## config.mk

```make
export PLATFORM = sky130hd
export DESIGN_NAME = spi_slave
export DESIGN_NICKNAME = d
export VERILOG_FILES = /design/src/rtl/spi_slave_pkg.sv /design/src/rtl/spi_shift_rx.sv /design/src/rtl/spi_slave.sv
export SDC_FILE = /design/constraint.sdc
export NUM_CORES = 1
export LEC_CHECK = 0
export ABC_CLOCK_PERIOD_IN_PS = 3700
export BUFFER_PORTS_ARGS = -buffer_cell sky130_fd_sc_hd__buf_2
export CAP_MARGIN = 20
export CORE_MARGIN = 2
export CORE_UTILIZATION = 37
export DETAILED_ROUTE_END_ITERATION = 10
export GPL_TIMING_DRIVEN = 0
export PLACE_DENSITY = 0.52
export SYNTH_ARGS = -nofsm -noshare
export SYNTH_HDL_FRONTEND = slang
export SYNTH_SLANG_ARGS = --single-unit
```

## constraint.sdc

```tcl
create_clock -name clk -period 3.7 [get_ports clk]
set_clock_uncertainty 0.1 [all_clocks]
set_input_delay 0.74 -clock clk [delete_from_list [all_inputs] [get_ports clk]]
set_output_delay 0.74 -clock clk [all_outputs]
set_load 0.005 [all_outputs]
```

## src/rtl/spi_slave_pkg.sv

```systemverilog
// Shared types and constants for the SPI slave front end.
// Imported by spi_slave and spi_shift_rx.
package spi_slave_pkg;

    localparam int RX_W_DEF = 10;
    localparam int TX_W_DEF = 8;

    localparam logic [1:0] OP_WR_ADDR = 2'b00;
    localparam logic [1:0] OP_WR_DATA = 2'b01;
    localparam logic [1:0] OP_RD_ADDR = 2'b10;
    localparam logic [1:0] OP_RD_DATA = 2'b11;

    typedef enum logic [2:0] {
        IDLE,
        CHK_CMD,
        WRITE,
        READ_ADD,
        READ_DATA
    } state_t;

endpackage

```

## src/rtl/spi_shift_rx.sv

```systemverilog
// Serial-in/parallel-out shifter with bit counter.
// done_o marks the edge on which the last bit is sampled.
module spi_shift_rx
    import spi_slave_pkg::*;
#(
    parameter int W = RX_W_DEF
) (
    input  logic         clk,
    input  logic         rst_n,
    input  logic         clr_i,
    input  logic         en_i,
    input  logic         bit_i,
    output logic [W-1:0] word_o,
    output logic         done_o
);

    localparam int CW = $clog2(W);

    logic [W-2:0]  sr_q;
    logic [CW-1:0] cnt_q;

    assign done_o = en_i && (cnt_q == CW'(W - 1));
    assign word_o = {sr_q, bit_i};

    // Shift MSB-first; counter wraps to 0 when the word completes
    always_ff @(posedge clk or negedge rst_n) begin
        if (!rst_n) begin
            sr_q  <= '0;
            cnt_q <= '0;
        end else if (clr_i) begin
            sr_q  <= '0;
            cnt_q <= '0;
        end else if (en_i) begin
            sr_q  <= word_o[W-2:0];
            cnt_q <= done_o ? '0 : cnt_q + 1'b1;
        end
    end

endmodule

```

## src/rtl/spi_slave.sv

```systemverilog
// SPI slave: MOSI frames to parallel command words,
// read-data bytes from the RAM back out on MISO.
module spi_slave
    import spi_slave_pkg::*;
#(
    parameter int RX_W = RX_W_DEF,
    parameter int TX_W = TX_W_DEF
) (
    input  logic            clk,
    input  logic            rst_n,
    input  logic            SS_n,
    input  logic            MOSI,
    output logic            MISO,
    output logic [RX_W-1:0] rx_data,
    output logic            rx_valid,
    input  logic [TX_W-1:0] tx_data,
    input  logic            tx_valid
);

    localparam int TCW = $clog2(TX_W);

    state_t state_q, state_d;

    logic            rx_en;
    logic            rx_fire;
    logic [RX_W-1:0] rx_word;
    logic [RX_W-1:0] rx_data_q;
    logic            rx_valid_q;
    logic            rx_done_q;
    logic            rd_seen_q;

    logic            tx_load;
    logic [TX_W-1:0] tx_sr_q;
    logic [TCW-1:0]  tx_cnt_q;
    logic            tx_busy_q;
    logic            tx_done_q;
    logic            miso_q;

    spi_shift_rx #(.W(RX_W)) u_rx (
        .clk    (clk),
        .rst_n  (rst_n),
        .clr_i  (SS_n),
        .en_i   (rx_en),
        .bit_i  (MOSI),
        .word_o (rx_word),
        .done_o (rx_fire)
    );

    // State register
    always_ff @(posedge clk or negedge rst_n) begin
        if (!rst_n) state_q <= IDLE;
        else        state_q <= state_d;
    end

    // Next state, RX shift enable and TX load decision
    always_comb begin
        state_d = state_q;
        rx_en   = 1'b0;
        tx_load = 1'b0;
        unique case (state_q)
            IDLE: begin
                if (!SS_n) state_d = CHK_CMD;
            end
            CHK_CMD: begin
                if (!MOSI)          state_d = WRITE;
                else if (rd_seen_q) state_d = READ_DATA;
                else                state_d = READ_ADD;
            end
            WRITE, READ_ADD: begin
                rx_en = !rx_done_q;
            end
            READ_DATA: begin
                rx_en = !rx_done_q;
                // rx_valid cycle skipped: tx_valid may be stale
                tx_load = rx_done_q && !rx_valid_q &&
                          !tx_busy_q && !tx_done_q && tx_valid;
            end
            default: state_d = IDLE;
        endcase
        if (SS_n) begin
            state_d = IDLE;
            rx_en   = 1'b0;
            tx_load = 1'b0;
        end
    end

    // Command word capture, strobe and frame-complete flag
    always_ff @(posedge clk or negedge rst_n) begin
        if (!rst_n) begin
            rx_data_q  <= '0;
            rx_valid_q <= 1'b0;
            rx_done_q  <= 1'b0;
        end else begin
            rx_valid_q <= rx_fire;
            if (rx_fire) rx_data_q <= rx_word;
            if (SS_n)         rx_done_q <= 1'b0;
            else if (rx_fire) rx_done_q <= 1'b1;
        end
    end

    // Remember a completed read-address frame
    always_ff @(posedge clk or negedge rst_n) begin
        if (!rst_n) begin
            rd_seen_q <= 1'b0;
        end else if (rx_fire) begin
            if (state_q == READ_ADD)  rd_seen_q <= 1'b1;
            if (state_q == READ_DATA) rd_seen_q <= 1'b0;
        end
    end

    // Read byte out on MISO, MSB first, 0 when idle
    always_ff @(posedge clk or negedge rst_n) begin
        if (!rst_n) begin
            miso_q    <= 1'b0;
            tx_sr_q   <= '0;
            tx_cnt_q  <= '0;
            tx_busy_q <= 1'b0;
            tx_done_q <= 1'b0;
        end else if (SS_n) begin
            miso_q    <= 1'b0;
            tx_cnt_q  <= '0;
            tx_busy_q <= 1'b0;
            tx_done_q <= 1'b0;
        end else if (tx_load) begin
            miso_q    <= tx_data[TX_W-1];
            tx_sr_q   <= {tx_data[TX_W-2:0], 1'b0};
            tx_cnt_q  <= '0;
            tx_busy_q <= 1'b1;
        end else if (tx_busy_q) begin
            miso_q   <= tx_sr_q[TX_W-1];
            tx_sr_q  <= {tx_sr_q[TX_W-2:0], 1'b0};
            tx_cnt_q <= tx_cnt_q + 1'b1;
            if (tx_cnt_q == TCW'(TX_W - 2)) begin
                tx_busy_q <= 1'b0;
                tx_done_q <= 1'b1;
            end
        end else begin
            miso_q <= 1'b0;
        end
    end

    assign MISO     = miso_q;
    assign rx_data  = rx_data_q;
    assign rx_valid = rx_valid_q;

endmodule

```

== After elaboration in Yosys (flattened, before gate mapping) ==
Index checks and enable logic that the tools add are counted.
Word-level totals
  input port bits: 13
  word-level logic and storage cells: 77
  bits in registers: 43
Cells by class
  bitwise logic cells: 1
  equal/unequal tests: 8
  reduce and logical (&&, ||, !) cells: 21
  add/sub/neg operators: 2
  muxes and demuxes: 33
Operators with widths (count)
  1-bit two-way mux: 19
  3-bit two-way mux: 6
  9-bit two-way mux: 2
  8-bit two-way mux: 2
  4-bit two-way mux: 3
  2-bit nonzero test: 6
  3-bit case mux with 3 select lines: 1
  3-bit by 2-bit == test with 1-bit output, second input constant: 2
  3-bit == test, second input constant: 2
  1-bit logical AND: 5
  4-bit by 1-bit adder with 4-bit output, second input constant: 1
  4-bit == test, second input constant: 1
  1-bit logical NOT: 4
  2-bit AND reduction: 2
  3-bit by 1-bit adder with 3-bit output, second input constant: 1
  3-bit by 1-bit == test with 1-bit output, second input constant: 1
  3-bit logical NOT: 1
  3-bit AND reduction: 1
  3-bit nonzero test: 1
  3-bit OR reduction: 1
  2-bit by 1-bit != test with 1-bit output, second input constant: 1
  2-bit != test, second input constant: 1
  1-bit inverter: 1

== Longest topological paths before layout ==
  word-level depth: 9
  mapped depth: 6
  depth with buffers taken out: 5

== Modules after synthesis ==
From an unflattened synthesis, not the netlist that was laid out.
Unflattened totals
  cells, all modules: 161
  area, all modules: 1874.3 µm²
By module, submodules not included
  spi_slave: seq. area each 725.7 µm², cells an instance 104, area each 1253.7 µm², times used 1
  spi_shift_rx: seq. area each 325.3 µm², cells an instance 57, area each 620.6 µm², times used 1

== Worst setup path before layout ==
Ideal clock, no wire load.
  path kind: reg2reg
  start: reg state_q[1]
  end: reg rx_data_q[0] (netlist: rx_data[0])
  path slack: 1.645 ns
  cell stages (with the launch flop): 6
  library setup time: 0.125 ns
  arrival: 1.830 ns
  cells stage by stage: dfrtp_1 -> or4b_1 -> buf_6 -> a211oi_4 -> buf_6 -> mux2_2
Between the ends
  cells in the longest elaborated chain, start to end: 5
RTL lines
  start, declared: line spi_slave.sv:22  | state_t state_q, state_d;
  start signal, assigned: line spi_slave.sv:52  | else state_q <= state_d;
  3-bit by 2-bit == test with 1-bit output / 3-bit == test (equally long branches): line spi_slave.sv:60  | unique case (state_q)
  3-bit OR reduction (no line) *
  1-bit two-way mux *
  1-bit two-way mux *: line spi_slave.sv:80  | if (SS_n) begin
  1-bit logical AND *: line spi_shift_rx.sv:22  | assign done_o = en_i && (cnt_q == CW'(W - 1));
  via rx_fire: line spi_slave.sv:25  | logic rx_fire;
  end signal, assigned: line spi_slave.sv:95  | if (rx_fire) rx_data_q <= rx_word;
  end, declared: line spi_slave.sv:27  | logic [RX_W-1:0] rx_data_q;
Mark *: on every way through the listed nets, which the timed path passes. The rest lies on a longest branch.
A chain may end at the register's enable or synchronous reset.

== Worst setup path after layout ==
  start: reg state_q[1]
  end: reg rx_data_q[4] (netlist: rx_data[4])
Same word-level chain as after synthesis.

==> results_dict.tcl <==
set metrics [dict create \
    synth_edf_count 0 \
    setup_tns_ns 0 \
    n_fill_cell 507 \
    crit_required_ns 3.77 \
    outcome "finished, final reports clean" \
    ios 25 \
    yosysSeqAreaShare_pct 53.6 \
    drive_gt1_share_pct 27.0 \
    syn_avg_cell_area_um2 11.6 \
    cts_buffers 5 \
    finalWorstPathRequiredPeriod_ns 2.23 \
    gr-usage-met3_pct 2.59 \
    io_buffer_count 23 \
    relSlewSlack_pct 37.1 \
    core_area_um2 5110 \
    crit_fanout 10 \
    die_x_um 76.8 \
    grt_max_degree 43 \
    hold_path.class "reg2reg" \
    path_class "reg2reg" \
    num_antenna_cells 0 \
    clockRootBuffer "clkbuf_8" \
    finalCritPeriodShare_pct 60.3 \
    drc_errors 0 \
    grt_use_total_pct 15.0 \
    postRouteAntennaNets 0 \
    fmax_ghz 0.449 \
    netlist_instances 169 \
    synthesis.nets 186 \
    drt-total-wl_um 4020 \
    place_congestion 0.766 \
    routedWlPerCell_um 14.9 \
    drt_first_pass_iters 4 \
    pre_cts_ws_ns 1.43 \
    vias 1427 \
    ir_worst_vdd_v 0.000229 \
    postCtsResizedCells 0 \
    die_h_um 76.8 \
    dp.cells 262 \
    yosysWarnings 0 \
    clk_latency_ns 0.29 \
    rsz0062_at_grt "false" \
    holdWs_ns 0.402 \
    yosysTopAreaCellShare_pct 53.6 \
    final_util_pct 44.1 \
    slew_viol_final 0 \
    die-area_um2 5900 \
    postLayoutSetupSlackWorst_ns 1.47 \
    rows 26 \
    finalNonFillerCells 270 \
    ff2ff_setup_slack_ns 1.47 \
    synthesis.area_um2 1960 \
    yosysTopAreaCell "dfrtp_1" \
    dpl_cell_area_um2 2160 \
    grt_first_pass_wirelength_um 7070 \
    h-tree-depth 2 \
    ys_dominant_reg_cell "dfrtp_1" \
    synth.ff_latch_count 42 \
    ys_types 40 \
    total_leakage_power_nw 1.06 \
    numClockSinks 42 \
    initial_core_util_pct 38.4 \
    layout.nets 216 \
    total_power_mw 0.847 \
    worstSetupStartpointType "register" \
    tightest_slew_ns 0.943 \
    grt_pass1_vias 1534 \
    synth_area_leaders "dfrtp_1 (54%), mux2_2 (5.7%), a21bo_2 (4.6%)" \
    cts.clk_slew.worst_paths_ns 0.07 \
    power_density_nw_per_um2 376 \
    grt_overflow 0 \
    cts_setup_buffers 0 \
    grtUsageMet1_pct 18.1 \
    cts_tree "yes" \
    busiest_layer "met2" \
    area_growth_pct 15.0 \
    end_kind "register" \
    vias_per_cell 5.29 \
    ys_async_sr_fraction_pct 100 \
    fin_area_um2 2250 \
    antenna_found_initial 0 \
    hold_violations 0 \
    cts_hold_buf 0 \
    hpwl_um 2890 \
    met2_usage_pct 25.8 \
    dr.first_iter.drc_count 133 \
    drv_cap 0 \
    setup_violations 0 \
    arrival_ns 2.30 \
    cts_max_path_buffers 2 \
]
cell type report:
class                   count  area, um^2  area share (%)
flip-flops and latches     42        1050            46.6
multi-input cells         109         827            36.7
repair buffers             23         115            5.11
well taps                  70        87.6            3.88
clock buffers               7        86.3            3.83
plain buffers              12        60.1            2.66
inverters                   6        22.5           0.999
clock inverters             1        5.00           0.222
synth_stat cells (all sizes together) (5+ instances only):
library cell and count:
dfrtp 42, a21oi 15, nand3 13, mux2 10, a21bo 9, and2 7
clkbuf 7, a221o 6, inv 6, nor3 6, buf 5, nand2 5
cells by family after synthesis:
group	count (synthesis)	synth area share, %
and+or+nand+nor	46	13.7
AOI/OAI and AO/OA	45	18.3
DFF	42	53.6
buffers and inverters	18	4.21
muxes	12	6.76
adders and majority gates	4	2.55
xor gates and xnor gates	2	0.894
critical path: stages, from the launching register on:
cell and delay (ns):
dfrtp_1 0.47, or4b_1 0.56, buf_6 0.16, a211oi_4 0.27
buf_6 0.20, mux2_2 0.35
per-layer routing:
metal / wire length, um / vias up
li1: - / 679
met4: 96 / 0
met2: 1990 / 31
met1: 1820 / 708
met3: 123 / 9
met5: 0 / -
cells in the final DEF, fill, tap and decap left out, drive strengths merged, types with 3 or more instances in the layout:
cell,synthesis,final
a21bo,9,9
a21oi,15,15
a221o,6,6
and2,7,7
buf,5,28
clkbuf,7,14
dfrtp,42,42
ha,4,4
inv,6,6
mux2,10,10
nand2,5,5
nand3,13,13
nor2,3,3
nor3,6,6
power by group:
| part | leakage, nW | switching, mW | internal [mW] | total [mW] |
|---|---|---|---|---|
| clock network | 0.0482 | 0.151 | 0.151 | 0.302 |
| logic | 0.431 | 0.0436 | 0.0235 | 0.0671 |
| registers | 0.578 | 0.0118 | 0.467 | 0.478 |
| total | 1.06 | 0.206 | 0.641 | 0.847 |
state kept, by name, summed over array words and instances, names as in the netlist:
name        count
state_q         3
tx_sr_q         7
u_rx.sr_q       9
rx_valid        1
MISO            1
tx_done_q       1
rx_data        10
rx_done_q       1
tx_cnt_q        3
tx_busy_q       1
rd_seen_q       1
u_rx.cnt_q      4
final timing paths:
path | startpoint | to | cells after the start
min in group asynchronous | rst_n | tx_cnt_q[2]$_DFFE_PN0P_ | 1
max reg2reg | state_q[1]$_DFFE_PN0P_ | rx_data[4]$_DFFE_PN0P_ | 5
max in group asynchronous | rst_n | rx_data[3]$_DFFE_PN0P_ | 1
min reg2reg | rx_data[3]$_DFFE_PN0P_ | rx_data[3]$_DFFE_PN0P_ | 1
min | rx_data[3]$_DFFE_PN0P_ | rx_data[3]$_DFFE_PN0P_ | 1
max | state_q[1]$_DFFE_PN0P_ | rx_data[4]$_DFFE_PN0P_ | 5
(Power assumes the default switching activity.)
